File: src/rtl/rojo_cmd_sequencer_if.sv
// Signal bundle between firmware-side GPIO registers and rojo_cmd_sequencer.
// master = register file / firmware side, slave = the sequencer.
interface rojo_cmd_sequencer_if #(
  parameter int unsigned DEPTH = 4
);
  logic                      cmd_valid;
  logic [7:0]                cmd_ctrl;
  logic [7:0]                cmd_count;
  logic                      cmd_ready;
  logic                      flush;
  logic                      upd_pulse;
  logic                      int_ack;
  logic [7:0]                bot_ctrl;
  logic                      busy;
  logic [$clog2(DEPTH):0]    fifo_level;
  logic                      seq_done;
  logic                      int_req;
  logic [7:0]                overrun_cnt;

  modport master (
    output cmd_valid, cmd_ctrl, cmd_count, flush, upd_pulse, int_ack,
    input  cmd_ready, bot_ctrl, busy, fifo_level, seq_done, int_req, overrun_cnt
  );

  modport slave (
    input  cmd_valid, cmd_ctrl, cmd_count, flush, upd_pulse, int_ack,
    output cmd_ready, bot_ctrl, busy, fifo_level, seq_done, int_req, overrun_cnt
  );
endinterface

File: src/rtl/rojo_cmd_sequencer.sv
// Rojobot motion-command scheduler: FIFO of (ctrl, duration) pairs replayed per bot update.
// Optional overrun counter enabled by defining ROJO_SEQ_OVERRUN_CNT_EN.
module rojo_cmd_sequencer #(
  parameter int unsigned DEPTH     = 4,
  parameter logic [7:0]  STOP_CODE = 8'h00
) (
  input  logic                 HCLK,
  input  logic                 HRESETn,
  rojo_cmd_sequencer_if.slave  bus
);
  localparam int unsigned AW = (DEPTH > 1) ? $clog2(DEPTH) : 1;
  localparam int unsigned LW = AW + 1;

  typedef enum logic [1:0] {IDLE, LOAD, RUN} state_t;

  state_t          r_state, w_state_nxt;
  logic [7:0]      r_mem_ctrl [DEPTH];
  logic [7:0]      r_mem_cnt  [DEPTH];
  logic [AW-1:0]   r_wptr, r_rptr;
  logic [LW-1:0]   r_level, w_level_nxt;
  logic            w_ready, w_push, w_pop;
  logic [7:0]      w_head_ctrl, w_head_cnt;
  logic [7:0]      r_bot_ctrl, w_ctrl_nxt;
  logic [7:0]      r_remaining, w_rem_nxt;
  logic            w_done_nxt, r_seq_done, r_busy, r_int_req;

  assign w_ready     = (r_level != LW'(DEPTH)) && !bus.flush;
  assign w_push      = bus.cmd_valid && w_ready;
  // LOAD is only entered with at least one entry, so the pop never underflows
  assign w_pop       = (r_state == LOAD) && !bus.flush;
  assign w_level_nxt = r_level + LW'(w_push) - LW'(w_pop);
  assign w_head_ctrl = r_mem_ctrl[r_rptr];
  assign w_head_cnt  = r_mem_cnt[r_rptr];

  always_ff @(posedge HCLK) begin
    if (w_push) begin
      r_mem_ctrl[r_wptr] <= bus.cmd_ctrl;
      r_mem_cnt[r_wptr]  <= bus.cmd_count;
    end
  end

  always_ff @(posedge HCLK or negedge HRESETn) begin
    if (!HRESETn) begin
      r_wptr  <= '0;
      r_rptr  <= '0;
      r_level <= '0;
    end else if (bus.flush) begin
      r_wptr  <= '0;
      r_rptr  <= '0;
      r_level <= '0;
    end else begin
      if (w_push) r_wptr <= r_wptr + AW'(1);
      if (w_pop)  r_rptr <= r_rptr + AW'(1);
      r_level <= w_level_nxt;
    end
  end

  // Emptiness decisions use the post-push/pop level so a push landing in
  // the same cycle keeps the sequence going instead of bouncing through IDLE.
  always_comb begin
    w_state_nxt = r_state;
    w_ctrl_nxt  = r_bot_ctrl;
    w_rem_nxt   = r_remaining;
    w_done_nxt  = 1'b0;
    unique case (r_state)
      IDLE: begin
        w_ctrl_nxt = STOP_CODE;
        if (w_level_nxt != '0) w_state_nxt = LOAD;
      end
      LOAD: begin
        if (w_head_cnt == 8'd0) begin
          if (w_level_nxt == '0) begin
            w_state_nxt = IDLE;
            w_ctrl_nxt  = STOP_CODE;
            w_done_nxt  = 1'b1;
          end
        end else begin
          w_state_nxt = RUN;
          w_ctrl_nxt  = w_head_ctrl;
          w_rem_nxt   = w_head_cnt;
        end
      end
      RUN: begin
        if (bus.upd_pulse) begin
          w_rem_nxt = r_remaining - 8'd1;
          if (r_remaining == 8'd1) begin
            if (w_level_nxt != '0) begin
              w_state_nxt = LOAD;
            end else begin
              w_state_nxt = IDLE;
              w_ctrl_nxt  = STOP_CODE;
              w_done_nxt  = 1'b1;
            end
          end
        end
      end
      default: w_state_nxt = IDLE;
    endcase
    if (bus.flush) begin
      w_state_nxt = IDLE;
      w_ctrl_nxt  = STOP_CODE;
      w_done_nxt  = 1'b0;
    end
  end

  always_ff @(posedge HCLK or negedge HRESETn) begin
    if (!HRESETn) begin
      r_state     <= IDLE;
      r_bot_ctrl  <= STOP_CODE;
      r_remaining <= '0;
      r_seq_done  <= 1'b0;
      r_busy      <= 1'b0;
    end else begin
      r_state     <= w_state_nxt;
      r_bot_ctrl  <= w_ctrl_nxt;
      r_remaining <= w_rem_nxt;
      r_seq_done  <= w_done_nxt;
      r_busy      <= (w_state_nxt != IDLE);
    end
  end

  // A pulse coinciding with an ack wins, so the new update is not lost.
  always_ff @(posedge HCLK or negedge HRESETn) begin
    if (!HRESETn)           r_int_req <= 1'b0;
    else if (bus.upd_pulse) r_int_req <= 1'b1;
    else if (bus.int_ack)   r_int_req <= 1'b0;
  end

`ifdef ROJO_SEQ_OVERRUN_CNT_EN
  logic [7:0] r_overrun;

  always_ff @(posedge HCLK or negedge HRESETn) begin
    if (!HRESETn) begin
      r_overrun <= '0;
    end else if (bus.upd_pulse && r_int_req && !bus.int_ack) begin
      if (r_overrun != '1) r_overrun <= r_overrun + 8'd1;
    end else if (bus.int_ack && !bus.upd_pulse) begin
      r_overrun <= '0;
    end
  end

  assign bus.overrun_cnt = r_overrun;
`else
  assign bus.overrun_cnt = 8'h00;
`endif

  assign bus.cmd_ready  = w_ready;
  assign bus.bot_ctrl   = r_bot_ctrl;
  assign bus.busy       = r_busy;
  assign bus.fifo_level = r_level;
  assign bus.seq_done   = r_seq_done;
  assign bus.int_req    = r_int_req;
endmodule

File: src/flat_wrapper.sv
// flat-port wrapper written by rule: the top's interface ports become plain ports
module rojo_cmd_sequencer_flat 
#(
  parameter int unsigned DEPTH     = 4,
  parameter logic [7:0]  STOP_CODE = 8'h00
)
  (HCLK, HRESETn, bus_cmd_valid, bus_cmd_ctrl, bus_cmd_count, bus_flush, bus_upd_pulse, bus_int_ack, bus_cmd_ready, bus_bot_ctrl, bus_busy, bus_fifo_level, bus_seq_done, bus_int_req, bus_overrun_cnt);
  rojo_cmd_sequencer_if #(.DEPTH(DEPTH)) bus_i ();
  input  logic HCLK;
  input  logic HRESETn;
  input wire logic [$bits(bus_i.cmd_valid)-1:0] bus_cmd_valid;
  input wire logic [$bits(bus_i.cmd_ctrl)-1:0] bus_cmd_ctrl;
  input wire logic [$bits(bus_i.cmd_count)-1:0] bus_cmd_count;
  input wire logic [$bits(bus_i.flush)-1:0] bus_flush;
  input wire logic [$bits(bus_i.upd_pulse)-1:0] bus_upd_pulse;
  input wire logic [$bits(bus_i.int_ack)-1:0] bus_int_ack;
  output wire logic [$bits(bus_i.cmd_ready)-1:0] bus_cmd_ready;
  output wire logic [$bits(bus_i.bot_ctrl)-1:0] bus_bot_ctrl;
  output wire logic [$bits(bus_i.busy)-1:0] bus_busy;
  output wire logic [$bits(bus_i.fifo_level)-1:0] bus_fifo_level;
  output wire logic [$bits(bus_i.seq_done)-1:0] bus_seq_done;
  output wire logic [$bits(bus_i.int_req)-1:0] bus_int_req;
  output wire logic [$bits(bus_i.overrun_cnt)-1:0] bus_overrun_cnt;
  assign bus_i.cmd_valid = bus_cmd_valid;
  assign bus_i.cmd_ctrl = bus_cmd_ctrl;
  assign bus_i.cmd_count = bus_cmd_count;
  assign bus_i.flush = bus_flush;
  assign bus_i.upd_pulse = bus_upd_pulse;
  assign bus_i.int_ack = bus_int_ack;
  assign bus_cmd_ready = bus_i.cmd_ready;
  assign bus_bot_ctrl = bus_i.bot_ctrl;
  assign bus_busy = bus_i.busy;
  assign bus_fifo_level = bus_i.fifo_level;
  assign bus_seq_done = bus_i.seq_done;
  assign bus_int_req = bus_i.int_req;
  assign bus_overrun_cnt = bus_i.overrun_cnt;
  rojo_cmd_sequencer #(.DEPTH(DEPTH), .STOP_CODE(STOP_CODE)) u_core (.HCLK(HCLK), .HRESETn(HRESETn), .bus(bus_i));
endmodule
File: config.mk
export PLATFORM = sky130hd
export DESIGN_NAME = rojo_cmd_sequencer_flat
export DESIGN_NICKNAME = d
export VERILOG_FILES = /design/src/rtl/rojo_cmd_sequencer_if.sv /design/src/rtl/rojo_cmd_sequencer.sv /design/src/flat_wrapper.sv
export SDC_FILE = /design/constraint.sdc
export NUM_CORES = 1
export LEC_CHECK = 0
export BUFFER_PORTS_ARGS = -buffer_cell sky130_fd_sc_hd__buf_2
export CORE_ASPECT_RATIO = 1.25
export CORE_MARGIN = 2
export CORE_UTILIZATION = 30
export DETAILED_ROUTE_END_ITERATION = 8
export PLACE_DENSITY = 0.43
export SETUP_SLACK_MARGIN = 0.02
export SLEW_MARGIN = 20
export SYNTH_ARGS = -nofsm -noshare
export SYNTH_HDL_FRONTEND = slang
export SYNTH_SLANG_ARGS = --single-unit
File: constraint.sdc
create_clock -name HCLK -period 6.75 [get_ports HCLK]
set_clock_uncertainty 0.2 [all_clocks]
set_input_delay 1.35 -clock HCLK [delete_from_list [all_inputs] [get_ports HCLK]]
set_output_delay 1.35 -clock HCLK [all_outputs]
set_load 0.005 [all_outputs]
==> results of run 1 <==
[critical path, stage by stage, from the launching register on]
cell and delay [ns]:
dfrtp_1 0.43, inv_1 0.10, ha_1 0.51, inv_1 0.23
nor2_1 0.22, ha_1 0.26, inv_1 0.06, ha_1 0.13
inv_1 0.05, fa_1 0.37, xnor3_1 0.24, nand3b_1 0.23
and2_1 0.24, o311a_1 0.34, a311o_1 0.33
[cell type report]
cell class,instances,area [sq um]
clock inverters,5,109
flip-flops and latches,92,2620
multi-input cells,149,1330
fillers,1305,8530
repair buffers,37,188
clock buffers,11,243
inverters,15,56.3
well taps,171,214
[flip-flops by register name (all words and copies together), names as in the netlist]
| signal | count |
|---|---|
| u_core.r_mem_cnt | 32 |
| u_core.r_mem_ctrl | 32 |
| u_core.bus.bot_ctrl | 8 |
| u_core.r_remaining | 8 |
| u_core.bus.fifo_level | 3 |
| u_core.r_rptr | 2 |
| u_core.r_state | 2 |
| u_core.r_wptr | 2 |
| u_core.bus.busy | 1 |
| u_core.bus.int_req | 1 |
| u_core.bus.seq_done | 1 |
[placed cells by master (no fill, tap or decap), types with 7 or more instances in the layout]
| cell | Yosys | final |
|---|---|---|
| edfxtp_1 | 64 | 64 |
| dfrtp_1 | 28 | 28 |
| a22o_1 | 8 | 8 |
| conb_1 | 1 | 8 |
| inv_1 | 15 | 15 |
| clkbuf_16 | 0 | 9 |
| buf_2 | 3 | 36 |
| mux4_2 | 16 | 16 |
| nor2_1 | 20 | 20 |
| a21oi_1 | 8 | 8 |
| and3_1 | 7 | 7 |
| ha_1 | 12 | 12 |
| nand2_1 | 7 | 7 |
[kinds of logic after synthesis]
kind of cell	count (synthesis)	share of synthesized area [%]
muxes	19	9.54
DFF	92	64.1
and+or+nand+nor	57	7.86
adders and majority gates	13	4.16
buffers and inverters	34	4.13
other	1	0.0916
xor gates and xnor gates	3	0.978
AOI/OAI and AO/OA	49	9.17
[stage by stage]
stage          setup slack, ns  instance area [sq um]  util (%)
2_1_floorplan             2.51                   4120         -
3_3_place_gp              2.47                   4410      33.2
3_5_place_dp              2.41                   4410      33.2
4_1_cts                   2.66                   4760      35.8
5_1_grt                   2.34                   4760      35.8
6_report                  2.70                   4760      35.8
[cells in the mapped netlist, types with 2 or more instances]
master	n
nand4_1	2
o31ai_1	2
nor2b_1	3
o21ai_1	3
nand3_1	3
a22o_1	8
or2_2	3
dfrtp_1	28
nand2_1	7
buf_2	3
a22oi_1	2
mux2i_1	3
inv_1	15
nor4_4	2
o21a_1	2
and3_1	7
a21o_1	3
a31o_2	3
a21oi_1	8
and2_1	3
mux4_2	16
nor3_1	2
nor2_1	20
clkbuf_1	6
a31oi_1	2
a211oi_1	2
edfxtp_1	64
ha_1	12
buf_4	8
[worst min path at each step]
stage	startpoint	cells past startpoint	end
2_1_floorplan	u_core.bus.int_req	1	u_core.bus.int_req
3_3_place_gp	u_core.bus.int_req	1	u_core.bus.int_req
3_5_place_dp	u_core.bus.int_req	1	u_core.bus.int_req
4_1_cts	u_core.bus.int_req	1	u_core.bus.int_req
5_1_grt	u_core.bus.int_req	1	u_core.bus.int_req
6_report	u_core.bus.int_req	1	u_core.bus.int_req
[power by group]
part	leakage (nW)	internal, W	total [W]	switching (W)
Clock	0.168	0.000375	0.000587	0.000212
Sequential	0.940	0.000686	0.000756	0.0000696
Combinational	0.744	0.000234	0.000514	0.000280
Total	1.85	0.00130	0.00186	0.000562
[layer usage]
metal  track usage, %  up-vias
li1                 -     1079
met1             15.3     1188
met2             20.4       54
met3             3.04        7
met4             4.70        0
met5                0        -
==> flow_summary.yaml, run 1 <==
synth:
  synthCells: 268
  yosysSeqAreaShare_pct: 64.1
  synth_area_leader_cell: "edfxtp_1"
  avgSynthCellArea_sq_um: 15.3
  synth.distinct_cells: 55
  synth.top_cells.by_area: "edfxtp_1, dfrtp_1, mux4_2"
  yosysTopAreaCellShare_pct: 47.0
  synth-async-reset-ratio_pct: 30.4
  synth-main-ff-cell: "edfxtp_1"
  ys_ff_latch: 92
  synthesis.area_sq_um: 4090
  synth_edf_count: 64
  ys_warn_count: 0
global_routing:
  gr-total-overflow: 0
  antenna_found_initial: 0
  grt_usage_pct: 12.3
  grt_max_degree: 29
  grt_first_pass_wirelength_um: 13300
  grt_pass1_vias: 2433
power_and_ir_drop:
  p_leak_nw: 1.85
  total_power_w: 0.00186
  peakVddDrop_v: 0.000119
  p_per_area_nw_per_um2: 390
worst_setup_path:
  endpoint_kind: "flop"
  reg2reg_to: "u_core.bus.busy"
  critPathKind: "reg -> reg"
  endpoint: "u_core.bus.busy"
  reg2regPathDepth: 14
  start_kind: "flop"
  r2r_start: "u_core.r_state[1]"
  cp-startpoint: "u_core.r_state[1]"
  rrSetupSlack_ns: 2.70
  cp.required_ns: 6.77
  arrival_ns: 4.07
  crit_path_max_fanout: 15
clock_tree:
  clk_pin_slew_worst_paths_ns: 0.07
  post_cts_buffers: 0
  root_buffer: "clkbuf_16"
  cts.sinks: 92
  clk_path_buf_depth: 2
  clk_latency_ns: 0.34
  cts_tree: "yes"
  cts_resized: 0
  cts_buffers: 9
  holdBufCountCts: 0
  htreeDepth: 3
worst_hold_path:
  min_path_type: "reg -> reg"
finish:
  nets: 339
  drive_gt1_share_pct: 25.6
  antennaDiodeCount: 0
  syn_to_final_growth_pct: 16.3
  instances_no_fill: 480
drt:
  wl_met2_um: 4230
  drtIter0Drc: 125
  num_vias: 2328
  routedWlPerCell_um: 16.9
  routed_via_density: 4.85
  dr_wl_met3_um: 280
  drt-total-wl_um: 8130
  ant_nets: 0
  wl_met1_um: 3530
  dr.pass1.iters: 4
  dr.max_layer_used: "met4"
  drc_errors: 0
timing:
  setup_violations: 0
  finalCritPeriodShare_pct: 60.0
  hold_ws_ns: 0.278
  hold_viol_final: 0
  relSlewSlack_pct: 40.5
  period_needed_ns: 4.05
  rsz0062_at_grt: "false"
  fin_tns_setup_ns: 0
  slew_violations: 0
  worst_slew_pin_slew_ns: 0.892
  fmax_ghz: 0.247
floorplan:
  core_area_sq_um: 13300
  die_x_um: 108
  dieArea_sq_um: 14600
  die_h_um: 135
  start_util_pct: 30.8
  rows: 47
  num_io_pins: 45
place:
  dp.cells: 464
  dp_hpwl_um: 5550
  place.gp.congestion: 0.727
  port_buffers: 36
flow_run:
  maxCapViolCount: 0
run_status:
  status: "finished clean"
(Power assumes the default switching activity.)
==> inputs of run 2 (changes only) <==
- PLACE_DENSITY: 0.43 -> 0.45
- clock period: 6.75 -> 3.6 ns (I/O delays scaled with it)
==> flow_summary.yaml, run 2 (synthesis results as in run 1) <==
worst_hold_path:
  min_path_type: "in -> async"
clock_tree:
  htreeDepth: 3
  cts.sinks: 92
  cts_buffers: 9
  cts_tree: "yes"
  clk_latency_ns: 0.33
  post_cts_buffers: 0
  root_buffer: "clkbuf_16"
  holdBufCountCts: 0
  clk_pin_slew_worst_paths_ns: 0.07
  clk_path_buf_depth: 2
drt:
  drtIter0Drc: 90
  ant_nets: 0
  routed_via_density: 4.84
  drt-total-wl_um: 8600
  routedWlPerCell_um: 17.5
  drc_errors: 0
  dr.pass1.iters: 4
  num_vias: 2376
finish:
  top_regs: "u_core.r_mem_cnt: 32 flops, u_core.r_mem_ctrl: 32 flops"
  instances_no_fill: 491
  antennaDiodeCount: 0
  multi_input_area_sq_um: 1330
  regArea_sq_um: 2620
  nets: 350
  final_cell_mix: "edfxtp_1, buf_2, dfrtp_1"
  final_common_cell: "edfxtp_1"
  fillCellCount: 1296
  syn_to_final_growth_pct: 17.7
  drive_gt1_share_pct: 28.7
  final_cell_area_sq_um: 4820
power_and_ir_drop:
  peakVddDrop_v: 0.000277
  p_per_area_nw_per_um2: 718
  p_leak_nw: 1.89
global_routing:
  grt_pass1_vias: 2435
  grt_max_degree: 29
  gr-total-overflow: 0
  grt_usage_pct: 12.4
  grt_first_pass_wirelength_um: 13500
  antenna_found_initial: 0
worst_setup_path:
  start_kind: "flop"
  critPathKind: "reg -> reg"
  crit_path_max_fanout: 6
  endpoint_kind: "flop"
  cp.required_ns: 3.62
  rrSetupSlack_ns: 0.23
  arrival_ns: 3.39
floorplan:
  dieArea_sq_um: 14600
  num_io_pins: 45
  start_util_pct: 30.8
  die_h_um: 135
  core_area_sq_um: 13300
  rows: 47
  die_x_um: 108
place:
  place.gp.congestion: 0.773
  port_buffers: 36
  dp_hpwl_um: 5670
  dp.cells: 475
  place_area_sq_um: 4490
timing:
  hold_viol_final: 0
  setup_violations: 0
  finalCritPeriodShare_pct: 93.6
  worst_slew_pin_slew_ns: 0.697
  slew_violations: 0
  relSlewSlack_pct: 53.5
  period_needed_ns: 3.37
  hold_ws_ns: 0.228
  rsz0062_at_grt: "false"
  fin_tns_setup_ns: 0
  fmax_ghz: 0.297
flow_run:
  maxCapViolCount: 0
run_status:
  status: "finished clean"
[run 2: final timing paths]
kind | cells past startpoint | start | end
setup / recovery | 13 | u_core.r_state[0] | u_core.bus.busy
hold / removal | 1 | HRESETn | u_core.r_remaining[5]
setup reg to reg | 13 | u_core.r_state[0] | u_core.bus.busy
hold reg to reg | 1 | u_core.bus.int_req | u_core.bus.int_req
max in group asynchronous | 1 | HRESETn | u_core.r_wptr[1]
min in group HCLK | 1 | u_core.bus.int_req | u_core.bus.int_req
[run 2: what timing repair did]
item / CTS / global route
resized for setup: 0 / 1
setup endpoints to repair: 0 / 8
hold endpoints to repair: 0 / 0
[run 2: cell type report]
type | instances | share of cell area, %
Inverter | 15 | 1.17
Sequential cell | 92 | 54.4
Clock buffer | 10 | 4.75
Clock inverter | 6 | 1.95
Multi-Input combinational cell | 149 | 27.7
Timing Repair Buffer | 48 | 5.61
Tap cell | 171 | 4.44
[run 2: metrics by stage]
step	util [%]	total power (W)	setup slack, ns
floorplan	-	0.00215	0.0819
global route	36.3	0.00365	0.0267
CTS	36.2	0.00350	0.210
detailed placement	33.8	0.00246	0.172
finish	36.3	0.00346	0.231
global placement	33.8	0.00245	0.202
[run 2: critical path, cell delays in order, from the launching register on]
cell      delay (ns)
dfrtp_1         0.45
ha_1            0.24
inv_1           0.15
nor2_1          0.09
ha_1            0.28
inv_1           0.06
ha_1            0.13
inv_1           0.05
fa_1            0.37
xnor3_1         0.24
nand3b_1        0.14
and2_1          0.19
o311a_1         0.34
a311o_1         0.32
[run 2: where the power goes]
| group | switching, W | internal (W) | leakage (nW) | total [W] |
|---|---|---|---|---|
| clock | 0.000415 | 0.000617 | 0.154 | 0.00103 |
| combinational | 0.000516 | 0.000479 | 0.799 | 0.000994 |
| sequential | 0.000149 | 0.00128 | 0.940 | 0.00143 |
| total | 0.00108 | 0.00238 | 1.89 | 0.00346 |
[run 2: routing by layer]
metal  up-vias  global-route usage, %  routed length (um)
met5         -                      0                   0
met4         0                   5.70                 156
met3         9                   2.61                 278
met2        54                   20.4                4400
met1      1210                   15.7                3760
li1       1103                      -                   -
==> inputs of run 3 (changes only) <==
- CTS_BUF_LIST: unset -> sky130_fd_sc_hd__clkbuf_4
==> flow_summary.yaml, run 3 (synthesis results as in run 1) <==
finish:
  fillCellCount: 1317
  final_cell_mix: "edfxtp_1, buf_2, dfrtp_1"
  final_common_cell: "edfxtp_1"
  top_regs: "u_core.r_mem_cnt: 32 flops, u_core.r_mem_ctrl: 32 flops"
  final_cell_area_sq_um: 4670
  fin_util_pct: 35.1
  drive_gt1_share_pct: 29.4
  syn_to_final_growth_pct: 14.1
  instances_no_fill: 492
  nets: 350
place:
  dp.cells: 475
  place.gp.congestion: 0.773
  port_buffers: 36
  place_area_sq_um: 4490
  dp_hpwl_um: 5670
floorplan:
  rows: 47
  die_x_um: 108
  dieArea_sq_um: 14600
  start_util_pct: 30.8
  num_io_pins: 45
  die_h_um: 135
  core_area_sq_um: 13300
worst_setup_path:
  start_kind: "flop"
  rrSetupSlack_ns: 0.23
  cp.required_ns: 3.73
  r2r_start: "u_core.r_state[0]"
  endpoint_kind: "flop"
  reg2regPathDepth: 13
  crit_path_max_fanout: 6
  critPathKind: "reg -> reg"
  reg2reg_to: "u_core.bus.busy"
  arrival_ns: 3.51
timing:
  slew_violations: 0
  hold_viol_final: 0
  period_needed_ns: 3.37
  rsz0062_at_grt: "false"
  fin_tns_setup_ns: 0
  fmax_ghz: 0.296
  relSlewSlack_pct: 54.2
  finalCritPeriodShare_pct: 93.7
  worst_slew_pin_slew_ns: 0.688
  setup_violations: 0
  hold_ws_ns: 0.101
drt:
  ant_nets: 0
  num_vias: 2360
  routedWlPerCell_um: 17.3
  routed_via_density: 4.80
  dr.pass1.iters: 4
  drtIter0Drc: 83
  drc_errors: 0
  drt-total-wl_um: 8490
clock_tree:
  post_cts_buffers: 0
  htreeDepth: 3
  clk_path_buf_depth: 2
  holdBufCountCts: 0
  cts_tree: "yes"
  cts_resized: 0
  cts_buffers: 9
  cts.sinks: 92
  root_buffer: "clkbuf_4"
  clk_latency_ns: 0.44
  clk_pin_slew_worst_paths_ns: 0.15
power_and_ir_drop:
  p_sw_w: 0.00103
  peakVddDrop_v: 0.000208
  intPower_w: 0.00206
  p_leak_nw: 1.83
  switching_share_pct: 33.4
  seqPwrFrac_pct: 46.3
  combPwrFrac_pct: 32.1
  p_per_area_nw_per_um2: 662
  p_clk_share_pct: 21.6
worst_hold_path:
  min_path_type: "in -> async"
global_routing:
  grt_usage_pct: 12.3
  grt_first_pass_wirelength_um: 13400
  grt_max_degree: 29
  antenna_found_initial: 1
  gr-total-overflow: 0
  grt_pass1_vias: 2448
flow_run:
  maxCapViolCount: 0
run_status:
  status: "finished clean"
[run 3: cell count changes in the layout (fill, tap and decap cells not counted)]
cell       previous run  this run
clkbuf_1              1         0
clkbuf_16             9         0
clkbuf_4              0        10
diode_2               0         1
nor2_1               20        19
nor2_2                0         1
[run 3: how the worst max path moves through the flow]
stage	from	endpoint	slack, ns	cells past startpoint
3_3_place_gp	bus_flush	u_core.bus.busy	0.20	12
4_1_cts	u_core.r_state[0]	u_core.bus.busy	0.19	13
6_report	u_core.r_state[0]	u_core.bus.busy	0.23	13
2_1_floorplan	bus_flush	u_core.bus.busy	0.08	12
5_1_grt	u_core.r_state[1]	u_core.bus.busy	0.07	14
3_5_place_dp	bus_flush	u_core.bus.busy	0.17	12
[run 3: metrics by stage]
step           power, W  setup slack (ns)
6_report        0.00309             0.226
5_1_grt         0.00328            0.0675
4_1_cts         0.00313             0.195
3_5_place_dp    0.00246             0.172
3_3_place_gp    0.00245             0.202
2_1_floorplan   0.00215            0.0819
[run 3: layout make-up]
type                       count  area (sq um)  share of cell area (%)
multi-input combinational    149          1340                    28.6
clock inverter                 6          93.8                    2.01
clock buffer                  10          75.1                    1.61
inverter                      15          56.3                    1.21
tap                          171           214                    4.58
antenna                        1          2.50                  0.0536
timing repair buffer          48           270                    5.79
sequential                    92          2620                    56.2
[run 3: per-layer routing]
layer	routed length, um	vias up	global-route usage (%)
li1	-	1103	-
met1	3840	1196	15.4
met2	4280	50	20.4
met3	229	11	2.61
met4	140	0	5.27
met5	0	-	0
[run 3: power by group through the flow]
stage / Sequential (W) / Combinational [W] / Clock (W)
floorplan: 0.00139 / 0.000755 / 0
global placement: 0.00146 / 0.000993 / 0
detailed placement: 0.00146 / 0.00100 / 0
CTS: 0.00143 / 0.00101 / 0.000691
global route: 0.00146 / 0.00110 / 0.000726
finish: 0.00143 / 0.000992 / 0.000667
[run 3: critical path, stage by stage (launching register included)]
cell	delay, ns
dfrtp_1	0.48
ha_1	0.24
inv_1	0.16
nor2_2	0.07
ha_1	0.28
inv_1	0.06
ha_1	0.13
inv_1	0.05
fa_1	0.38
xnor3_1	0.24
nand3b_1	0.14
and2_1	0.19
o311a_1	0.34
a311o_1	0.32
